## src/rtl/fetch_stage_if.sv

```systemverilog
// Fetch-stage bus: hazard/branch controls in, instruction memory
// port, and the IF/ID register contents out to decode.
interface fetch_stage_if;
    logic        freeze;
    logic        branch_taken;
    logic [31:0] branch_address;
    logic [31:0] imem_address;
    logic [31:0] imem_data;
    logic [31:0] if_pc;
    logic [31:0] if_instruction;
    logic        if_valid;
    logic [31:0] fetch_count;

    modport master (
        input  freeze,
        input  branch_taken,
        input  branch_address,
        input  imem_data,
        output imem_address,
        output if_pc,
        output if_instruction,
        output if_valid,
        output fetch_count
    );

    modport slave (
        output freeze,
        output branch_taken,
        output branch_address,
        output imem_data,
        input  imem_address,
        input  if_pc,
        input  if_instruction,
        input  if_valid,
        input  fetch_count
    );
endinterface

```

## src/rtl/fetch_stage.sv

```systemverilog
// Instruction fetch: owns the PC, reads a zero-latency instruction
// memory and loads the IF/ID register, with freeze and branch flush.
module fetch_stage #(
    parameter logic [31:0] RESET_PC = 32'h0000_0000,
    parameter int unsigned PC_STEP  = 4
) (
    input logic          clk,
    input logic          rst,
    fetch_stage_if.master fif
);
    typedef struct packed {
        logic [31:0] pc;
        logic [31:0] instruction;
        logic        valid;
    } if_id_t;

    localparam if_id_t IF_ID_NOP = '{
        pc:          32'h0,
        instruction: 32'h0,
        valid:       1'b0
    };

    logic [31:0] pc;
    logic [31:0] pc_seq;
    logic [31:0] pc_target;
    logic [31:0] count;
    if_id_t      if_id;

    // Exactly one of these is set each cycle; branch overrides freeze.
    logic mode_branch;
    logic mode_hold;
    logic mode_run;

    assign mode_branch = fif.branch_taken;
    assign mode_hold   = !fif.branch_taken && fif.freeze;
    assign mode_run    = !fif.branch_taken && !fif.freeze;

    assign pc_seq    = pc + 32'(PC_STEP);
    assign pc_target = {fif.branch_address[31:2], 2'b00};

    always_ff @(posedge clk or negedge rst) begin
        if (!rst) begin
            pc    <= RESET_PC;
            if_id <= IF_ID_NOP;
            count <= 32'h0;
        end else begin
            unique case (1'b1)
                mode_branch: begin
                    pc    <= pc_target;
                    if_id <= IF_ID_NOP;
                end
                mode_hold: begin
                    pc    <= pc;
                    if_id <= if_id;
                end
                mode_run: begin
                    pc                <= pc_seq;
                    if_id.pc          <= pc_seq;
                    if_id.instruction <= fif.imem_data;
                    if_id.valid       <= 1'b1;
                    count             <= count + 32'h1;
                end
                default: begin
                    pc    <= pc;
                    if_id <= if_id;
                end
            endcase
        end
    end

    assign fif.imem_address   = pc;
    assign fif.if_pc          = if_id.pc;
    assign fif.if_instruction = if_id.instruction;
    assign fif.if_valid       = if_id.valid;
    assign fif.fetch_count    = count;
endmodule

```

## src/flat_wrapper.sv

```systemverilog
// flat-port wrapper written by rule: the top's interface ports become plain ports
module fetch_stage_flat 
#(
    parameter logic [31:0] RESET_PC = 32'h0000_0000,
    parameter int unsigned PC_STEP  = 4
)
  (clk, rst, fif_freeze, fif_branch_taken, fif_branch_address, fif_imem_data, fif_imem_address, fif_if_pc, fif_if_instruction, fif_if_valid, fif_fetch_count);
  fetch_stage_if fif_i ();
  input logic clk;
  input logic rst;
  input wire logic [$bits(fif_i.freeze)-1:0] fif_freeze;
  input wire logic [$bits(fif_i.branch_taken)-1:0] fif_branch_taken;
  input wire logic [$bits(fif_i.branch_address)-1:0] fif_branch_address;
  input wire logic [$bits(fif_i.imem_data)-1:0] fif_imem_data;
  output wire logic [$bits(fif_i.imem_address)-1:0] fif_imem_address;
  output wire logic [$bits(fif_i.if_pc)-1:0] fif_if_pc;
  output wire logic [$bits(fif_i.if_instruction)-1:0] fif_if_instruction;
  output wire logic [$bits(fif_i.if_valid)-1:0] fif_if_valid;
  output wire logic [$bits(fif_i.fetch_count)-1:0] fif_fetch_count;
  assign fif_i.freeze = fif_freeze;
  assign fif_i.branch_taken = fif_branch_taken;
  assign fif_i.branch_address = fif_branch_address;
  assign fif_i.imem_data = fif_imem_data;
  assign fif_imem_address = fif_i.imem_address;
  assign fif_if_pc = fif_i.if_pc;
  assign fif_if_instruction = fif_i.if_instruction;
  assign fif_if_valid = fif_i.if_valid;
  assign fif_fetch_count = fif_i.fetch_count;
  fetch_stage #(.RESET_PC(RESET_PC), .PC_STEP(PC_STEP)) u_core (.clk(clk), .rst(rst), .fif(fif_i));
endmodule
```

## config.mk

```make
export PLATFORM = sky130hd
export DESIGN_NAME = fetch_stage_flat
export DESIGN_NICKNAME = d
export VERILOG_FILES = /design/src/rtl/fetch_stage_if.sv /design/src/rtl/fetch_stage.sv /design/src/flat_wrapper.sv
export SDC_FILE = /design/constraint.sdc
export NUM_CORES = 1
export LEC_CHECK = 0
export ABC_AREA = 1
export ABC_CLOCK_PERIOD_IN_PS = 1600
export CORE_MARGIN = 1.5
export CORE_UTILIZATION = 43
export CTS_BUF_LIST = sky130_fd_sc_hd__clkbuf_4
export DETAILED_ROUTE_END_ITERATION = 8
export PLACE_DENSITY = 0.86
export SLEW_MARGIN = 20
export SYNTH_ARGS = -nofsm -noshare
export SYNTH_HDL_FRONTEND = slang
export SYNTH_SLANG_ARGS = --single-unit
```

## constraint.sdc

```tcl
create_clock -name clk -period 1.6 [get_ports clk]
set_clock_uncertainty 0.15 [all_clocks]
set_input_delay 0.24 -clock clk [delete_from_list [all_inputs] [get_ports clk]]
set_output_delay 0.24 -clock clk [all_outputs]
set_load 0.02 [all_outputs]
```

-- Yosys cells after proc, flatten, opt, wreduce, memory -nomap -nowiden
Cells that the tools add are included.
- $add $sub $neg: 2
- multipliers: 0
- div/mod/pow operators: 0
- order comparisons: 0
- equal/unequal tests: 0
- shift-type cells: 0
- multiplexer cells: 2
- bitwise logic cells: 0
- reduce and logical (&&, ||, !) cells: 4
- operators by type and width (cell ; number):
    case mux 65 bit (2 select lines) ; 1
    case mux 32 bit (2 select lines) ; 1
    adder 32 x 1 -> 32 bit (second input constant) ; 1
    adder 32 x 3 -> 32 bit (second input constant) ; 1
    zero test 1 bit ; 2
    nonzero test 2 bit ; 1
    logical AND 1 bit ; 1
- register bits: 129
- latch bits: 0
- memory bits (writable): 0
- bits in read-only memories: 0
- output and inout port bits: 129
- memories kept: 0

-- Logic depth before layout (Yosys ltp)
Gate-level depths: netlist of the first run.
- word-level depth: 3
- mapped depth: 9

-- Worst setup path after synthesis of the first run
OpenSTA, ideal clock, no wires.
- path kind: register -> register
- from: reg u_core.pc[3] (netlist: u_core.fif.imem_address[3])
- to: reg u_core.pc[26] (netlist: u_core.fif.imem_address[26])
- library setup time: 0.077 ns
- data arrival time: 1.482 ns
- path slack: -0.110 ns
- stages on the path, launching flop included: 10
- cell sequence: dfrtp_1 -> ha_1 -> nand2_1 -> nor2_2 -> nand2_2 -> nor2_2 -> nand2_1 -> nand2_1 -> nand3_1 -> a21oi_1
- word-level cells in the longest chain between the ends: 2
- RTL lines (what ; line ; RTL):
    start, declared ; fetch_stage.sv:23 ; logic [31:0] pc;
    start signal, assigned ; fetch_stage.sv:49 ; pc <= pc_target;
    start signal, assigned ; fetch_stage.sv:53 ; pc <= pc;
    start signal, assigned ; fetch_stage.sv:57 ; pc <= pc_seq;
    adder 32 x 3 -> 32 bit ; fetch_stage.sv:38 ; assign pc_seq = pc + 32'(PC_STEP);
    case mux 32 bit (2 select lines) ; fetch_stage.sv:47 ; unique case (1'b1)
No other way between the ends.
A chain may end at the register's enable or synchronous reset.

-- Worst setup path after layout of the first run
- from: reg u_core.pc[7] (netlist: u_core.fif.imem_address[7])
- to: reg u_core.pc[30] (netlist: u_core.fif.imem_address[30])
Same word-level chain as after synthesis.

==> flow_summary.yaml, run 1 <==
synth:
  synthTopCellsByCount: "nand2_1, dfrtp_1, nor2_1"
  yosysUniqueCellTypes: 35
  synth_cells: 751
  yosys_most_used_dff: "dfrtp_1"
  syn_area_um2: 6155
  synth_area_leaders: "dfrtp_1, nand2_1, nor2_1"
  syn_avg_cell_area_um2: 8.195
  synth.most_common_cell: "nand2_1"
  yosysWarnings: 0
  synth_edf_count: 0
  async_flop_share_pct: 100.0
  synth_top_family_by_area: "simple AND/OR/NAND/NOR gates"
  synth-xor-area-share_pct: 3.273
  ys_ff_latch: 125
  synth_mux_area_share_pct: 0
  synth_top_area_share_pct: 50.82
  synth_compound_area_share_pct: 10.12
  netlist.top_cell.by_area: "dfrtp_1"
  yosys.area_share.simple_pct: 29.13
  synthAdderAreaFrac_pct: 0.4066
  yosysSeqAreaShare_pct: 50.82
setup_path:
  cp.required_ns: 1.96
  worstSetupEndpointType: "flip-flop"
  crit_path_start: "u_core.fif.imem_address[7]"
  critPathArrivalTime_ns: 2.18
  regToRegEndpoint: "u_core.fif.imem_address[30]"
  rrSetupSlack_ns: -0.22
  r2r_cells: 9
  worstSetupPathType: "flip-flop to flip-flop"
  crit_end: "u_core.fif.imem_address[30]"
  reg2reg_from: "u_core.fif.imem_address[7]"
  crit_fanout: 5
  start_kind: "flip-flop"
clock_network:
  htree_levels: 4
  clockBufferDepth: 2
  cts_buffers: 17
  cts_root_buf: "clkbuf_4"
  cts_tree: "built"
  cts.sinks: 125
  clock_latency_ns: 0.58
  clk_pin_slew_worst_paths_ns: 0.12
timing:
  fin_worst_hold_slack_ns: 0.06795
  slew_headroom_pct: 66.80
  min_period_ns: 1.823
  worst_pin_slew_ns: 0.4964
  hold_viol: 0
  post-route-period-util_pct: 113.9
  setup_ws_ns: -0.2231
  rsz0062_at_grt: "true"
  setup_viol: 86
  slew_viol_final: 0
  fmax_ghz: 0.5485
detailed_routing:
  vias_per_cell: 5.488
  drtPass1Iterations: 6
  avgRoutedWirePerCell_um: 18.45
  drt-initial-drc-count: 610
  wl_mm: 24.03
  route.detailed.drc: 0
  drtAntennaViolNets: 0
  num_vias: 7146
global_routing:
  grt-ovfl-total: 0
  grt_max_degree: 43
  antenna_found_initial: 0
  grt_pass1_wl_mm: 33.34
  grtUsageTotal_pct: 29.28
  grt_pass1_vias: 6775
status:
  failed_checks: "negative setup slack"
  status: "finished with violations"
run:
  maxCapViolCount: 0
place:
  place_congestion: 0.8852
  dpl.hpwl_mm: 14.00
  portBuffers: 190
  dp.cells: 1180
min_path:
  hp-class: "primary input to async pin"
floorplan:
  dieWidth_um: 122.6
  io_pins: 197
  start_util_pct: 44.17
  chipHeight_um: 122.6
  die_area_um2: 15040
  coreArea_um2: 13930
  rows: 43
layout:
  drive_gt1_share_pct: 45.50
  syn2layout_area_growth_pct: 67.27
  final_cell_count_no_fill: 1302
  fin_nets: 1178
power:
  peakVddDrop_v: 0.0005581
  p_per_area_nw_per_um2: 885.5
  p_leak_nw: 5.173
## metal layers
layer	vias to the layer above	global-route usage (%)	share of wire, %
met4	0	16.93	6.3
li1	3131	-	-
met5	-	0	0
met1	3423	35.40	36
met3	126	8.225	9.0
met2	466	46.89	48
## worst min path at each step
stage	start	to	slack (ns)	cells after the start
global route	rst	u_core.fif.imem_address[9]	0.06	3
CTS	rst	u_core.fif.if_pc[8]	0.06	3
global placement	rst	u_core.fif.fetch_count[12]	-0.02	1
finish	rst	u_core.fif.if_pc[2]	0.07	3
detailed placement	rst	u_core.fif.fetch_count[8]	-0.02	1
floorplan	rst	u_core.fif.fetch_count[0]	-0.21	0
## final cells by class
cell class | instances | area, um2
antenna | 1 | 2.502
clock buffer | 22 | 165.2
clock inverter | 10 | 146.4
fill | 896 | 3640
inverter | 67 | 254.0
multi-input combinational | 536 | 3361
sequential | 125 | 3153
tap | 180 | 225.2
timing repair buffer | 361 | 2988
## timing repair
action,in CTS,in global routing
gates resized for setup,641,159
pin swaps,31,62
setup buffers,72,16
setup endpoints to repair,172,103
hold endpoints to repair,125,0
hold buffers,2,0
## kinds of logic (layout without fill, tap and decap cells)
| group | count (synthesis) | after routing |
|---|---|---|
| AOI/OAI and AO/OA | 95 | 95 |
| xor gates and xnor gates | 23 | 23 |
| adders and majority gates | 2 | 2 |
| buffers and inverters | 93 | 460 |
| DFF | 125 | 125 |
| other | 1 | 5 |
| and+or+nand+nor | 412 | 412 |
## placed cells by master, fill, tap and decap left out, types with 3 or more instances in the layout
| cell | n |
|---|---|
| nor3_4 | 6 |
| dfrtp_2 | 20 |
| nor2_2 | 18 |
| nor2_1 | 41 |
| clkinv_1 | 3 |
| inv_2 | 8 |
| clkinv_2 | 3 |
| nand3_1 | 21 |
| nand3b_1 | 3 |
| xnor2_1 | 6 |
| a21oi_2 | 13 |
| nor2_4 | 28 |
| nand2_4 | 11 |
| buf_4 | 129 |
| nand4_1 | 8 |
| buf_6 | 70 |
| nor3_2 | 3 |
| o21ai_1 | 3 |
| nand3_2 | 26 |
| a21oi_1 | 17 |
| nor3_1 | 4 |
| xor2_1 | 16 |
| nand2_1 | 199 |
| buf_12 | 6 |
| o21ai_2 | 4 |
| o21ai_0 | 15 |
| a22o_1 | 32 |
| conb_1 | 4 |
| bufinv_16 | 4 |
| o211ai_1 | 5 |
| clkdlybuf4s50_1 | 64 |
| nand2_2 | 33 |
| clkbuf_4 | 22 |
| buf_2 | 90 |
| dfrtp_1 | 105 |
| inv_1 | 58 |
## sequential cells by signal, indices dropped and copies added, names as in the netlist
register,count
u_core.fif.fetch_count,32
u_core.fif.if_instruction,32
u_core.fif.if_pc,30
u_core.fif.imem_address,30
u_core.fif.if_valid,1
## through the flow
stage | utilization (%) | power, mW | cell area, um2 | TNS (ns) | worst slack, ns
2_1_floorplan | - | 4.673 | 6221 | -0.03788 | -0.02344
3_3_place_gp | 63.89 | 5.833 | 8902 | -31.82 | -0.3662
3_5_place_dp | 63.89 | 5.883 | 8902 | -39.20 | -0.4462
4_1_cts | 69.23 | 8.727 | 9647 | -1.637 | -0.1051
5_1_grt | 73.86 | 9.476 | 10290 | -11.24 | -0.3020
6_report | 73.88 | 9.116 | 10290 | -6.655 | -0.2231
## report_power, final
group          internal, mW  total [mW]  switching, mW
Sequential             3.44        3.68          0.242
Clock                  1.30        2.50           1.20
Combinational          1.39        2.94           1.55
## worst max-delay path: stages, from the launching register on
cell and delay [ns]:
dfrtp_1 0.44, buf_6 0.14, nand2_1 0.09, nor2_2 0.17, nand2_4 0.14, nor2_4 0.19, nand2_1 0.09, nand2_1 0.08
nand3_2 0.09, a21oi_1 0.17
(Power assumes the default switching activity.)
==> run 2: changes to the inputs <==
--- a/config.mk
+++ b/config.mk
@@ -8,10 +8,9 @@
 export ABC_AREA = 1
 export ABC_CLOCK_PERIOD_IN_PS = 1600
 export CORE_MARGIN = 1.5
-export CORE_UTILIZATION = 43
-export CTS_BUF_LIST = sky130_fd_sc_hd__clkbuf_4
+export CORE_UTILIZATION = 42
 export DETAILED_ROUTE_END_ITERATION = 8
-export PLACE_DENSITY = 0.86
+export PLACE_DENSITY = 0.85
 export SLEW_MARGIN = 20
 export SYNTH_ARGS = -nofsm -noshare
 export SYNTH_HDL_FRONTEND = slang
==> flow_summary.yaml, run 2 (synthesis gave the netlist of run 1 again) <==
status:
  status: "finished with violations"
  failed_checks: "negative setup slack"
clock_network:
  clock_latency_ns: 0.42
  cts_root_buf: "clkbuf_16"
  htree_levels: 4
  cts.sinks: 125
  cts_buffers: 17
  cts_tree: "built"
  clockBufferDepth: 2
  clk_pin_slew_worst_paths_ns: 0.06
layout:
  final_cell_count_no_fill: 1247
  mostFrequentLayoutCells: "nand2_1, dfrtp_1, buf_4"
  syn2layout_area_growth_pct: 64.97
  layout_commonest_cell: "nand2_1"
  fin_nets: 1120
  drive_gt1_share_pct: 31.80
  antenna_cells: 0
setup_path:
  cp_slowest_cell: "dfrtp_2"
  cp.required_ns: 1.80
  rrSetupSlack_ns: -0.15
  worstSetupPathType: "flip-flop to flip-flop"
  path_buf_inv: 0
  critPathMaxStageDelay_ns: 0.40
  start_kind: "flip-flop"
  critPathArrivalTime_ns: 1.95
  path_delay_family: "simple AND/OR/NAND/NOR gates"
  crit_fanout: 6
  worstSetupEndpointType: "flip-flop"
  crit_chain: "ha_4 > nand2_4 > nor2_4 > nand2_4 > nor2_4 > nand2_1 > nand2_1 > nand3_2 > a21oi_2"
power:
  peakVddDrop_v: 0.0009141
  p_per_area_nw_per_um2: 1026
  p_leak_nw: 5.100
  finalPower_mw: 10.42
global_routing:
  antenna_found_initial: 0
  grt_pass1_wl_mm: 32.04
  grt-ovfl-total: 0
  grt_max_degree: 66
  grtUsageTotal_pct: 27.22
  grt_pass1_vias: 6473
place:
  dp.cells: 1182
  place_congestion: 0.8892
  portBuffers: 190
  pre_cts_ws_ns: -0.5116
  dpl.hpwl_mm: 14.00
timing:
  min_period_ns: 1.754
  setup_viol: 54
  fin_worst_hold_slack_ns: 0.06845
  post-route-period-util_pct: 109.7
  hold_viol: 0
  fmax_ghz: 0.5700
  rsz0062_at_grt: "true"
  setup_ws_ns: -0.1545
  setup_tns_ns: -3.003
  slew_viol_final: 0
detailed_routing:
  drt-initial-drc-count: 580
  route.detailed.drc: 0
  wl_mm: 22.98
  drtAntennaViolNets: 0
  num_vias: 6840
  avgRoutedWirePerCell_um: 18.42
  drtPass1Iterations: 8
  vias_per_cell: 5.485
floorplan:
  io_pins: 197
  dieWidth_um: 124.1
  coreArea_um2: 14420
  start_util_pct: 42.67
  rows: 44
  die_area_um2: 15390
  chipHeight_um: 124.1
run:
  maxCapViolCount: 0
min_path:
  hp-class: "primary input to async pin"
[run 2: metal layers]
layer / vias up / routed length, um / GRT usage, %
li1: 3015 / - / -
met5: - / 0 / 0
met3: 144 / 1964 / 8.013
met4: 0 / 1277 / 14.20
met1: 3244 / 8621 / 33.42
met2: 437 / 11110 / 43.37
[run 2: metrics by stage]
step	area (um2)	util, %
2_1_floorplan	6221	-
3_3_place_gp	8867	61.48
3_5_place_dp	8867	61.48
4_1_cts	9699	67.25
5_1_grt	10150	70.39
6_report	10150	70.39
[run 2: final timing paths]
| kind | start | endpoint | cells after the start |
|---|---|---|---|
| max | u_core.fif.imem_address[2] | u_core.fif.imem_address[22] | 9 |
| min | rst | u_core.fif.fetch_count[9] | 2 |
| max reg2reg | u_core.fif.imem_address[2] | u_core.fif.imem_address[22] | 9 |
| min reg2reg | u_core.fif.if_pc[14] | u_core.fif.if_pc[14] | 2 |
| max in group asynchronous | rst | u_core.fif.imem_address[6] | 3 |
| min in group clk | fif_branch_address[3] | u_core.fif.imem_address[3] | 3 |
[run 2: report_power, final]
| group | switching, mW | internal [mW] | total, mW |
|---|---|---|---|
| logic | 1.28 | 0.973 | 2.25 |
| clock network | 1.45 | 2.96 | 4.41 |
| registers | 0.315 | 3.45 | 3.76 |
[run 2: worst reg2reg max path, cell delays in order, from the launching register on]
cell,delay (ns)
dfrtp_2,0.40
ha_4,0.16
nand2_4,0.06
nor2_4,0.14
nand2_4,0.13
nor2_4,0.22
nand2_1,0.07
nand2_1,0.09
nand3_2,0.11
a21oi_2,0.15
[run 2: repair_timing]
| action | 4_1_cts | 5_1_grt |
|---|---|---|
| gates resized for setup | 268 | 138 |
| hold buffers | 1 | 0 |
| endpoints found under the hold margin | 125 | 0 |
| setup endpoints to repair | 180 | 104 |
| buffers inserted | 13 | 19 |
| cloned | 1 | 0 |
| pin swaps | 31 | 62 |
[run 2: final cells by class]
type,count,area (um2)
timing repair buffer,302,2625
tap,184,230.2
multi-input combinational,536,3211
inverter,67,260.3
sequential,125,3157
timing repair inverter,1,7.507
fill,1019,4270
clock inverter,12,216.5
clock buffer,20,446.7
